### config.mk
export PLATFORM = sky130hd
export DESIGN_NAME = xor_frame_accum_flat
export DESIGN_NICKNAME = d
export VERILOG_FILES = /design/src/rtl/xor_frame_pkg.sv /design/src/rtl/xor_frame_accum_if.sv /design/src/rtl/xor_frame_accum_lane.sv /design/src/rtl/xor_frame_accum.sv /design/src/flat_wrapper.sv
export SDC_FILE = /design/constraint.sdc
export NUM_CORES = 1
export LEC_CHECK = 0
export ABC_AREA = 1
export CAP_MARGIN = 20
export CORE_MARGIN = 8
export CORE_UTILIZATION = 45
export DETAILED_ROUTE_END_ITERATION = 10
export PLACE_DENSITY = 0.71
export RECOVER_POWER = 100
export SLEW_MARGIN = 5
export SYNTH_ARGS = -nofsm -noshare
export SYNTH_HDL_FRONTEND = slang
export SYNTH_SLANG_ARGS = --single-unit
### constraint.sdc
create_clock -name clk -period 6.4 [get_ports clk]
set_input_delay 1.6 -clock clk [delete_from_list [all_inputs] [get_ports clk]]
set_output_delay 1.6 -clock clk [all_outputs]
set_load 0.03 [all_outputs]
### src/rtl/xor_frame_pkg.sv
// Shared types and helpers for the framed multi-lane XOR accumulator.
package xor_frame_pkg;

  // Frame controller states.
  typedef enum logic [1:0] {
    IDLE  = 2'd0,
    ACCUM = 2'd1,
    HOLD  = 2'd2
  } state_e;

  // Default lane width and the widest lane the masking helper supports.
  localparam int LANE_W = 8;
  localparam int MAX_W  = 64;

  typedef logic [LANE_W-1:0] lane_t;
  typedef logic [MAX_W-1:0]  word_t;

  // A lane whose mask bit is clear contributes zero to the fold.
  function automatic word_t fold_masked(input word_t data, input logic mask);
    return mask ? data : '0;
  endfunction

endpackage

### src/rtl/xor_frame_accum_if.sv
// Beat input / result output bundle of the XOR frame accumulator.
// slave is the accumulator side, master is the source/consumer side.
interface xor_frame_accum_if #(
  parameter int CH = 4,
  parameter int W  = 8,
  parameter int CW = 5
);
  logic              in_valid;
  logic              in_ready;
  logic [CH*W-1:0]   in_data;
  logic [CH-1:0]     in_mask;
  logic              in_last;
  logic              odd_mode;
  logic              out_valid;
  logic              out_ready;
  logic [CH*W-1:0]   out_data;
  logic [CH-1:0]     out_parity;
  logic [CW-1:0]     out_count;
  logic              out_ovf;

  modport master (
    output in_valid, in_data, in_mask, in_last, odd_mode, out_ready,
    input  in_ready, out_valid, out_data, out_parity, out_count, out_ovf
  );

  modport slave (
    input  in_valid, in_data, in_mask, in_last, odd_mode, out_ready,
    output in_ready, out_valid, out_data, out_parity, out_count, out_ovf
  );
endinterface

### src/rtl/xor_frame_accum_lane.sv
// Single-lane XOR accumulator. acc_d/parity_d expose the post-beat value so
// the parent can capture the closing result in the same edge.
module xor_lane_acc #(
  parameter int W = 8
) (
  input  logic         clk,
  input  logic         rst,
  input  logic         load_en,
  input  logic         xor_en,
  input  logic [W-1:0] din,
  output logic [W-1:0] acc_d,
  output logic         parity_d
);

  logic [W-1:0] acc_q;

  // Next accumulator value: load starts a frame, xor folds a further beat.
  always_comb begin
    acc_d = acc_q;
    if (load_en) begin
      acc_d = din;
    end else if (xor_en) begin
      acc_d = acc_q ^ din;
    end
  end

  assign parity_d = ^acc_d;

  // Accumulator register.
  always_ff @(posedge clk or posedge rst) begin
    if (rst) begin
      acc_q <= '0;
    end else begin
      acc_q <= acc_d;
    end
  end

endmodule

### src/rtl/xor_frame_accum.sv
// Multi-lane XOR accumulator over framed input beats.
//
//   state | meaning
//   IDLE  | no frame open, waiting for the first beat
//   ACCUM | frame open, folding further beats
//   HOLD  | result presented on out_*, waiting for out_ready
//
// In HOLD a beat may be accepted in the same cycle the result is consumed;
// it then opens the next frame exactly as from IDLE.
module xor_frame_accum
  import xor_frame_pkg::*;
#(
  parameter int CH        = 4,
  parameter int W         = 8,
  parameter int FRAME_LEN = 16
) (
  input logic              clk,
  input logic              rst,
  xor_frame_accum_if.slave bus
);

  localparam int CW = $clog2(FRAME_LEN + 1);

  state_e          state_q, state_d;
  logic [CW-1:0]   count_q, count_d;
  logic            odd_q, odd_d;
  logic [CH*W-1:0] res_data_q, res_data_d;
  logic [CH-1:0]   res_par_q, res_par_d;
  logic [CW-1:0]   res_cnt_q, res_cnt_d;
  logic            res_ovf_q, res_ovf_d;

  logic            in_ready;
  logic            accept;
  logic            start_beat;
  logic            cont_beat;
  logic [CW-1:0]   beat_cnt;
  logic            at_limit;
  logic            close_frame;
  logic            odd_eff;
  logic [CH*W-1:0] acc_d_flat;
  logic [CH-1:0]   lane_par_d;

  // Beat qualification; in_ready depends on state and out_ready only.
  always_comb begin
    in_ready    = (state_q != HOLD) || bus.out_ready;
    accept      = bus.in_valid && in_ready;
    start_beat  = accept && (state_q != ACCUM);
    cont_beat   = accept && (state_q == ACCUM);
    beat_cnt    = start_beat ? CW'(1) : count_q + CW'(1);
    at_limit    = (beat_cnt == CW'(FRAME_LEN));
    close_frame = accept && (bus.in_last || at_limit);
    odd_eff     = start_beat ? bus.odd_mode : odd_q;
  end

  for (genvar c = 0; c < CH; c++) begin : g_lane
    logic [W-1:0] din_c;

    assign din_c = W'(fold_masked(word_t'(bus.in_data[c*W +: W]), bus.in_mask[c]));

    xor_lane_acc #(.W(W)) u_lane (
      .clk      (clk),
      .rst      (rst),
      .load_en  (start_beat),
      .xor_en   (cont_beat),
      .din      (din_c),
      .acc_d    (acc_d_flat[c*W +: W]),
      .parity_d (lane_par_d[c])
    );
  end

  // Next-state logic of the frame controller.
  always_comb begin
    state_d = state_q;
    unique case (state_q)
      IDLE, ACCUM: begin
        if (accept) begin
          state_d = close_frame ? HOLD : ACCUM;
        end
      end
      HOLD: begin
        if (bus.out_ready) begin
          if (accept) begin
            state_d = close_frame ? HOLD : ACCUM;
          end else begin
            state_d = IDLE;
          end
        end
      end
      default: state_d = IDLE;
    endcase
  end

  // Beat counter, latched parity sense, and result capture at the closing beat.
  always_comb begin
    count_d    = accept ? beat_cnt : count_q;
    odd_d      = odd_eff;
    res_data_d = res_data_q;
    res_par_d  = res_par_q;
    res_cnt_d  = res_cnt_q;
    res_ovf_d  = res_ovf_q;
    if (close_frame) begin
      res_data_d = acc_d_flat;
      res_par_d  = lane_par_d ^ {CH{odd_eff}};
      res_cnt_d  = beat_cnt;
      res_ovf_d  = at_limit && !bus.in_last;
    end
  end

  // State, counter and result registers.
  always_ff @(posedge clk or posedge rst) begin
    if (rst) begin
      state_q    <= IDLE;
      count_q    <= '0;
      odd_q      <= 1'b0;
      res_data_q <= '0;
      res_par_q  <= '0;
      res_cnt_q  <= '0;
      res_ovf_q  <= 1'b0;
    end else begin
      state_q    <= state_d;
      count_q    <= count_d;
      odd_q      <= odd_d;
      res_data_q <= res_data_d;
      res_par_q  <= res_par_d;
      res_cnt_q  <= res_cnt_d;
      res_ovf_q  <= res_ovf_d;
    end
  end

  // Output drive.
  always_comb begin
    bus.in_ready   = in_ready;
    bus.out_valid  = (state_q == HOLD);
    bus.out_data   = res_data_q;
    bus.out_parity = res_par_q;
    bus.out_count  = res_cnt_q;
    bus.out_ovf    = res_ovf_q;
  end

endmodule

### src/flat_wrapper.sv
// flat-port wrapper written by rule: the top's interface ports become plain ports
module xor_frame_accum_flat import xor_frame_pkg::*;
#(
  parameter int CH        = 4,
  parameter int W         = 8,
  parameter int FRAME_LEN = 16
)
  (clk, rst, bus_in_valid, bus_in_data, bus_in_mask, bus_in_last, bus_odd_mode, bus_out_ready, bus_in_ready, bus_out_valid, bus_out_data, bus_out_parity, bus_out_count, bus_out_ovf);
  xor_frame_accum_if #(.CH(CH), .W(W), .CW((5))) bus_i ();
  input logic clk;
  input logic rst;
  input wire logic [$bits(bus_i.in_valid)-1:0] bus_in_valid;
  input wire logic [$bits(bus_i.in_data)-1:0] bus_in_data;
  input wire logic [$bits(bus_i.in_mask)-1:0] bus_in_mask;
  input wire logic [$bits(bus_i.in_last)-1:0] bus_in_last;
  input wire logic [$bits(bus_i.odd_mode)-1:0] bus_odd_mode;
  input wire logic [$bits(bus_i.out_ready)-1:0] bus_out_ready;
  output wire logic [$bits(bus_i.in_ready)-1:0] bus_in_ready;
  output wire logic [$bits(bus_i.out_valid)-1:0] bus_out_valid;
  output wire logic [$bits(bus_i.out_data)-1:0] bus_out_data;
  output wire logic [$bits(bus_i.out_parity)-1:0] bus_out_parity;
  output wire logic [$bits(bus_i.out_count)-1:0] bus_out_count;
  output wire logic [$bits(bus_i.out_ovf)-1:0] bus_out_ovf;
  assign bus_i.in_valid = bus_in_valid;
  assign bus_i.in_data = bus_in_data;
  assign bus_i.in_mask = bus_in_mask;
  assign bus_i.in_last = bus_in_last;
  assign bus_i.odd_mode = bus_odd_mode;
  assign bus_i.out_ready = bus_out_ready;
  assign bus_in_ready = bus_i.in_ready;
  assign bus_out_valid = bus_i.out_valid;
  assign bus_out_data = bus_i.out_data;
  assign bus_out_parity = bus_i.out_parity;
  assign bus_out_count = bus_i.out_count;
  assign bus_out_ovf = bus_i.out_ovf;
  xor_frame_accum #(.CH(CH), .W(W), .FRAME_LEN(FRAME_LEN)) u_core (.clk(clk), .rst(rst), .bus(bus_i));
endmodule
Word level (Yosys, flattened, before mapping)
Cells that the tools add are included.
W data, S select, Z words.
- bits of input ports: 42
- output and inout bits: 44
- logic and storage cells: 58
- register bits after elaboration: 82
- bitwise gates (word level): 5
- $add $sub $neg: 1
- mux-type cells: 19
- reductions and logical operators: 15
- eq/ne operators: 7
- operator list (operator ; count):
    $mux W8 ; 12
    $reduce_xor A8 Y1 ; 4
    $xor A8 B8 Y8 ; 4
    $mux W2 ; 4
    $add A5 B1 Y5 const B ; 1
    $eq A5 B5 Y1 const B ; 1
    $logic_and A1 B1 Y1 ; 5
    $mux W5 ; 1
    $ne A2 B1 Y1 const B ; 2
    $ne A2 B2 Y1 const B ; 2
    $pmux W2 S2 ; 1
    $xor A4 B4 Y4 ; 1
    $eq A2 B1 Y1 const B ; 1
    $eq A2 B2 Y1 const B ; 1
    $logic_not A2 Y1 ; 1
    $logic_or A1 B1 Y1 ; 2
    $reduce_and A2 Y1 ; 1
    $reduce_or A2 Y1 ; 1
    $logic_not A1 Y1 ; 1
    $mux W1 ; 1

Logic depth before layout (Yosys ltp)
- word-level depth: 12
- depth in mapped cells: 19
- mapped depth without buffers: 18

Hierarchy
A second synthesis with hierarchy kept.
- cells, all modules: 748
- area, all modules: 5471.5 um2
- by module, submodules not included (module ; seq. area each (um2) ; cells an instance ; times used ; area an instance (um2)):
    xor_lane_acc ; 200.2 ; 105 ; 4 ; 749.5
    xor_frame_accum ; 1251.2 ; 328 ; 1 ; 2473.6

Least setup slack after synthesis
Ideal clock, no wire load.
- path kind: input to output
- from: in bus_out_ready
- to: out bus_in_ready
- stages on the path: 2
- path slack: 2.952 ns
- buffers on the path: 0
- data required time: 4.800 ns
- arrival time: 1.848 ns
- cell sequence: inv_1 > nand3_2
- longest elaborated chain between the ends: 1
- ends and longest elaborated chain (element ; line ; text):
    start, declared ; flat_wrapper.sv:17 ; input wire logic [$bits(bus_i.out_ready)-1:0] bus_out_ready;
    $logic_or A1 B1 Y1 ; xor_frame_accum.sv:45 ; in_ready = (state_q != HOLD) || bus.out_ready;
    end, declared ; flat_wrapper.sv:18 ; output wire logic [$bits(bus_i.in_ready)-1:0] bus_in_ready;
No other way between the ends.

Final worst setup path
- from: in bus_in_valid
- to: reg u_core.res_data_q[8] (netlist: u_core.bus.out_data[8])
- longest elaborated chain between the ends: 6
- elaborated cells on any way between the ends: 9
- those cells by class: eq/ne: 1; mux: 3; reduce/logical: 5
- ends and longest elaborated chain (element ; line ; text):
    start, declared ; flat_wrapper.sv:12 ; input wire logic [$bits(bus_i.in_valid)-1:0] bus_in_valid;
    $logic_and A1 B1 Y1 (*) ; xor_frame_accum.sv:46 ; accept = bus.in_valid && in_ready;
    $logic_and A1 B1 Y1 ; xor_frame_accum.sv:47 ; start_beat = accept && (state_q != ACCUM);
    $mux W5 ; xor_frame_accum.sv:49 ; beat_cnt = start_beat ? CW'(1) : count_q + CW'(1);
    $eq A5 B5 Y1 ; xor_frame_accum.sv:50 ; at_limit = (beat_cnt == CW'(FRAME_LEN));
    $logic_or A1 B1 Y1 ; xor_frame_accum.sv:51 ; close_frame = accept && (bus.in_last || at_limit);
    $logic_and A1 B1 Y1 ; xor_frame_accum.sv:51 ;
    end signal, assigned ; xor_frame_accum.sv:123 ; res_data_q <= res_data_d;
    end, declared ; xor_frame_accum.sv:27 ; logic [CH*W-1:0] res_data_q, res_data_d;
Mark *: on every way between the ends. The rest lies on a longest branch, timed or not.
A chain may end at the register's enable or synchronous reset.

==> flow_summary.yaml <==
sta:
  final_max_slew_viol_count: 0
  max_freq_mhz: 207
  fin_crit_sh_pct: 75.4
  fin_crit_ns: 4.83
  fin_tns_setup_ns: 0
  fin_skew_ns: 0.0155
  layout_setup_ws_ns: 1.57
  slew_headroom_pct: 2.21
  rsz0062_at_grt: "false"
  hold_viol: 0
  setup_viol: 0
  worstMarginPinSlew_ns: 1.47
drt:
  drc: 0
  drtAntennaViolNets: 0
  vias_per_cell: 4.87
  vias: 4733
  wl_met3_um: 860
  wl_met1_um: 5560
  first_iter_violations: 264
  wl_met2_um: 5820
  routedWlPerCell_um: 12.7
  drt_wl_total_um: 12400
  top_layer_used: "met4"
  drtPass1Iterations: 5
clock_network:
  postCtsSetupBuffers: 0
  clock_latency_ns: 0.37
  cts-root-buf: "clkbuf_8"
  ctsLongestPathBuffers: 2
  cts_resized: 0
  cts.clk_slew.worst_paths_ns: 0.08
  cts_buffers: 9
  holdBufCountCts: 0
  htree_levels: 3
  clkSinkCount: 82
  cts_tree: "yes"
floorplan:
  core_area_mm2: 0.0108
  io_pins: 86
  die_h_um: 121
  die-area_mm2: 0.0146
  initial_core_util_pct: 45.8
  die_w_um: 121
  row_count: 38
synth:
  synth_largest_area_cell: "dfrtp_1"
  synth_top_family_by_area: "simple AND/OR/NAND/NOR gates"
  synth.area.mux_share_pct: 0
  synth-xor-area-share_pct: 3.01
  synth_ff_type: "dfrtp_1"
  netlist_top_cells_area: "dfrtp_1, nand2_1, inv_1, o21ai_0, nand3_1"
  async_flop_share_pct: 100
  synth_fa_ha_area_share_pct: 0.253
  postSynthAreaPerCell_um2: 6.55
  synth_top_area_share_pct: 41.5
  synthCells: 755
  synth_compound_area_share_pct: 8.76
  synth_seq_cells: 82
  synth_cell_type_count: 26
  synth_nets: 798
  synth_edf_count: 0
  yosysWarnings: 0
  synthSimpleGateAreaFrac_pct: 37.0
  syn_area_mm2: 0.00494
  seq_area_frac_synth_pct: 41.5
placed_design:
  place_ws_ns: 1.65
  io_buffers: 85
  place_hpwl_um: 9020
  gp_congestion: 0.778
final_layout:
  nets: 869
  final.fill_count: 1061
  final_layout_size_suffix_gt1_share_pct: 3.73
  antenna_cells: 0
  synthToLayoutAreaGrowth_pct: 21.4
worst_setup_path:
  required_ns: 6.67
  worst_ep_arrival_time_ns: 5.10
  cp_cell_sequence: "dlygate4sd3_1 > nand3_1 > buf_4 > nand2_1 > nand3_1 > nand2_1 > nand2_1 > buf_4 > nand2_1 > o21ai_0"
  critPathTopFamily: "buffers and inverters"
  critPathKind: "primary input to flop"
  slowest_stage: "nand2_1"
  r2r_setup_slack_ns: 2.77
  worstSetupStartpointType: "primary input"
  crit_path_end_kind: "flop"
  timing.critical_path.buf_inv: 3
  crit_fanout: 87
  cp_common_cell: "nand2_1"
  critical-path-max-stage-delay_ns: 0.97
outcome:
  outcome: "completed"
global_routing:
  overflow: 0
  grt_max_degree: 88
  grt_pass1_wl_um: 20700
  grtUsageTotal_pct: 17.3
  antenna_found_initial: 0
  grt_pass1_vias: 4608
pwr:
  peakVddDrop_mv: 0.161
  p_per_area_mw_per_mm2: 320
  leakagePower_nw: 3.31
run:
  maxCapViolCount: 0
worst_hold_path:
  hold_path_class: "flop to flop"
[synthesized netlist by cell type (3+ instances only)]
cell type  count
a21oi_1       20
a21oi_2        3
buf_2         16
clkbuf_1       9
dfrtp_1       82
inv_1         83
nand2_1      374
nand3_1       41
nor2_1        34
o21ai_0       49
o21ai_2        4
or2_2          4
xnor2_1        5
xor2_1        12
[path summary, 6_finish.rpt]
path,end,from,depth (start not counted)
max,u_core.bus.out_data[8]$_DFFE_PP0P_,bus_in_valid,10
min,u_core.bus.out_data[10]$_DFFE_PP0P_,u_core.bus.out_data[10]$_DFFE_PP0P_,2
max reg2reg,u_core.bus.out_data[8]$_DFFE_PP0P_,u_core.state_q[0]$_DFFE_PP0P_,11
min reg2reg,u_core.bus.out_data[10]$_DFFE_PP0P_,u_core.bus.out_data[10]$_DFFE_PP0P_,2
max in group asynchronous,u_core.bus.out_data[1]$_DFFE_PP0P_,rst,3
min in group asynchronous,u_core.bus.out_data[21]$_DFFE_PP0P_,rst,2
[cell usage in the layout (no fill, tap or decap), types with 2 or more instances in the layout]
master           instances
inv_1                   83
a21oi_2                  2
dlygate4sd3_1           46
nand4_1                  2
o21ai_0                 54
nand2_1                376
nand3_1                 43
xnor2_1                  5
clkbuf_8                10
xor2_1                  12
buf_4                    3
clkdlybuf4s50_1         39
clkinvlp_4               3
or2_2                    4
nor2_1                  33
inv_6                    2
dfrtp_1                 82
a21oi_1                 21
[area by class of cell]
cell class	count	area (um^2)	share of cell area (%)
flip-flops and latches	82	2050	34.2
inverters	85	320	5.34
multi-input cells	559	2390	39.8
repair buffers	89	878	14.6
well taps	140	175	2.92
clock buffers	10	138	2.29
clock inverters	6	48.8	0.813
[sequential cells by signal (all words and copies together) (netlist names)]
signal,cells
u_core.bus.out_count,5
u_core.bus.out_parity,4
u_core.bus.out_ovf,1
u_core.bus.out_data,32
u_core.count_q,5
u_core.odd_q,1
u_core.g_lane.u_lane.acc_q,32
u_core.state_q,2
[routing by layer]
metal  global-route usage, %  vias up
li1                        -     2458
met1                    20.1     2152
met2                    29.8      113
met3                    5.55       10
met4                    4.84        0
met5                       0        -
[worst register-to-register path, stage by stage, from the launching register on]
cell	delay, ns
dfrtp_1	0.43
inv_1	0.10
nand3_1	0.13
nand3_1	0.16
buf_4	0.64
nand2_1	0.21
nand3_1	0.16
nand2_1	0.08
nand2_1	0.97
buf_4	0.47
nand2_1	0.09
o21ai_0	0.09
[cells by family after synthesis]
kind of cell / after synthesis
compound gates: 80
xor+xnor: 17
fa+ha+maj: 1
buf+inv: 114
flops: 82
simple gates: 461
[power by group]
part | internal [mW] | switching (mW) | total, mW
clock network | 0.155 | 0.210 | 0.365
registers | 0.640 | 0.0759 | 0.716
logic | 0.298 | 0.541 | 0.839
total | 1.09 | 0.826 | 1.92
[stage by stage]
step / hold WS (ns) / std cells / total power, mW / utilization [%] / area [um^2]
floorplan: 0.472 / 755 / 1.31 / - / 4940
global placement: 0.466 / 955 / 1.58 / 54.2 / 5850
detailed placement: 0.468 / 955 / 1.61 / 54.2 / 5850
CTS: 0.493 / 971 / 1.97 / 56.0 / 6040
global route: 0.515 / 971 / 2.07 / 55.6 / 6000
finish: 0.483 / 971 / 1.92 / 55.6 / 6000
Note: power is estimated with default switching activity, not from simulation.
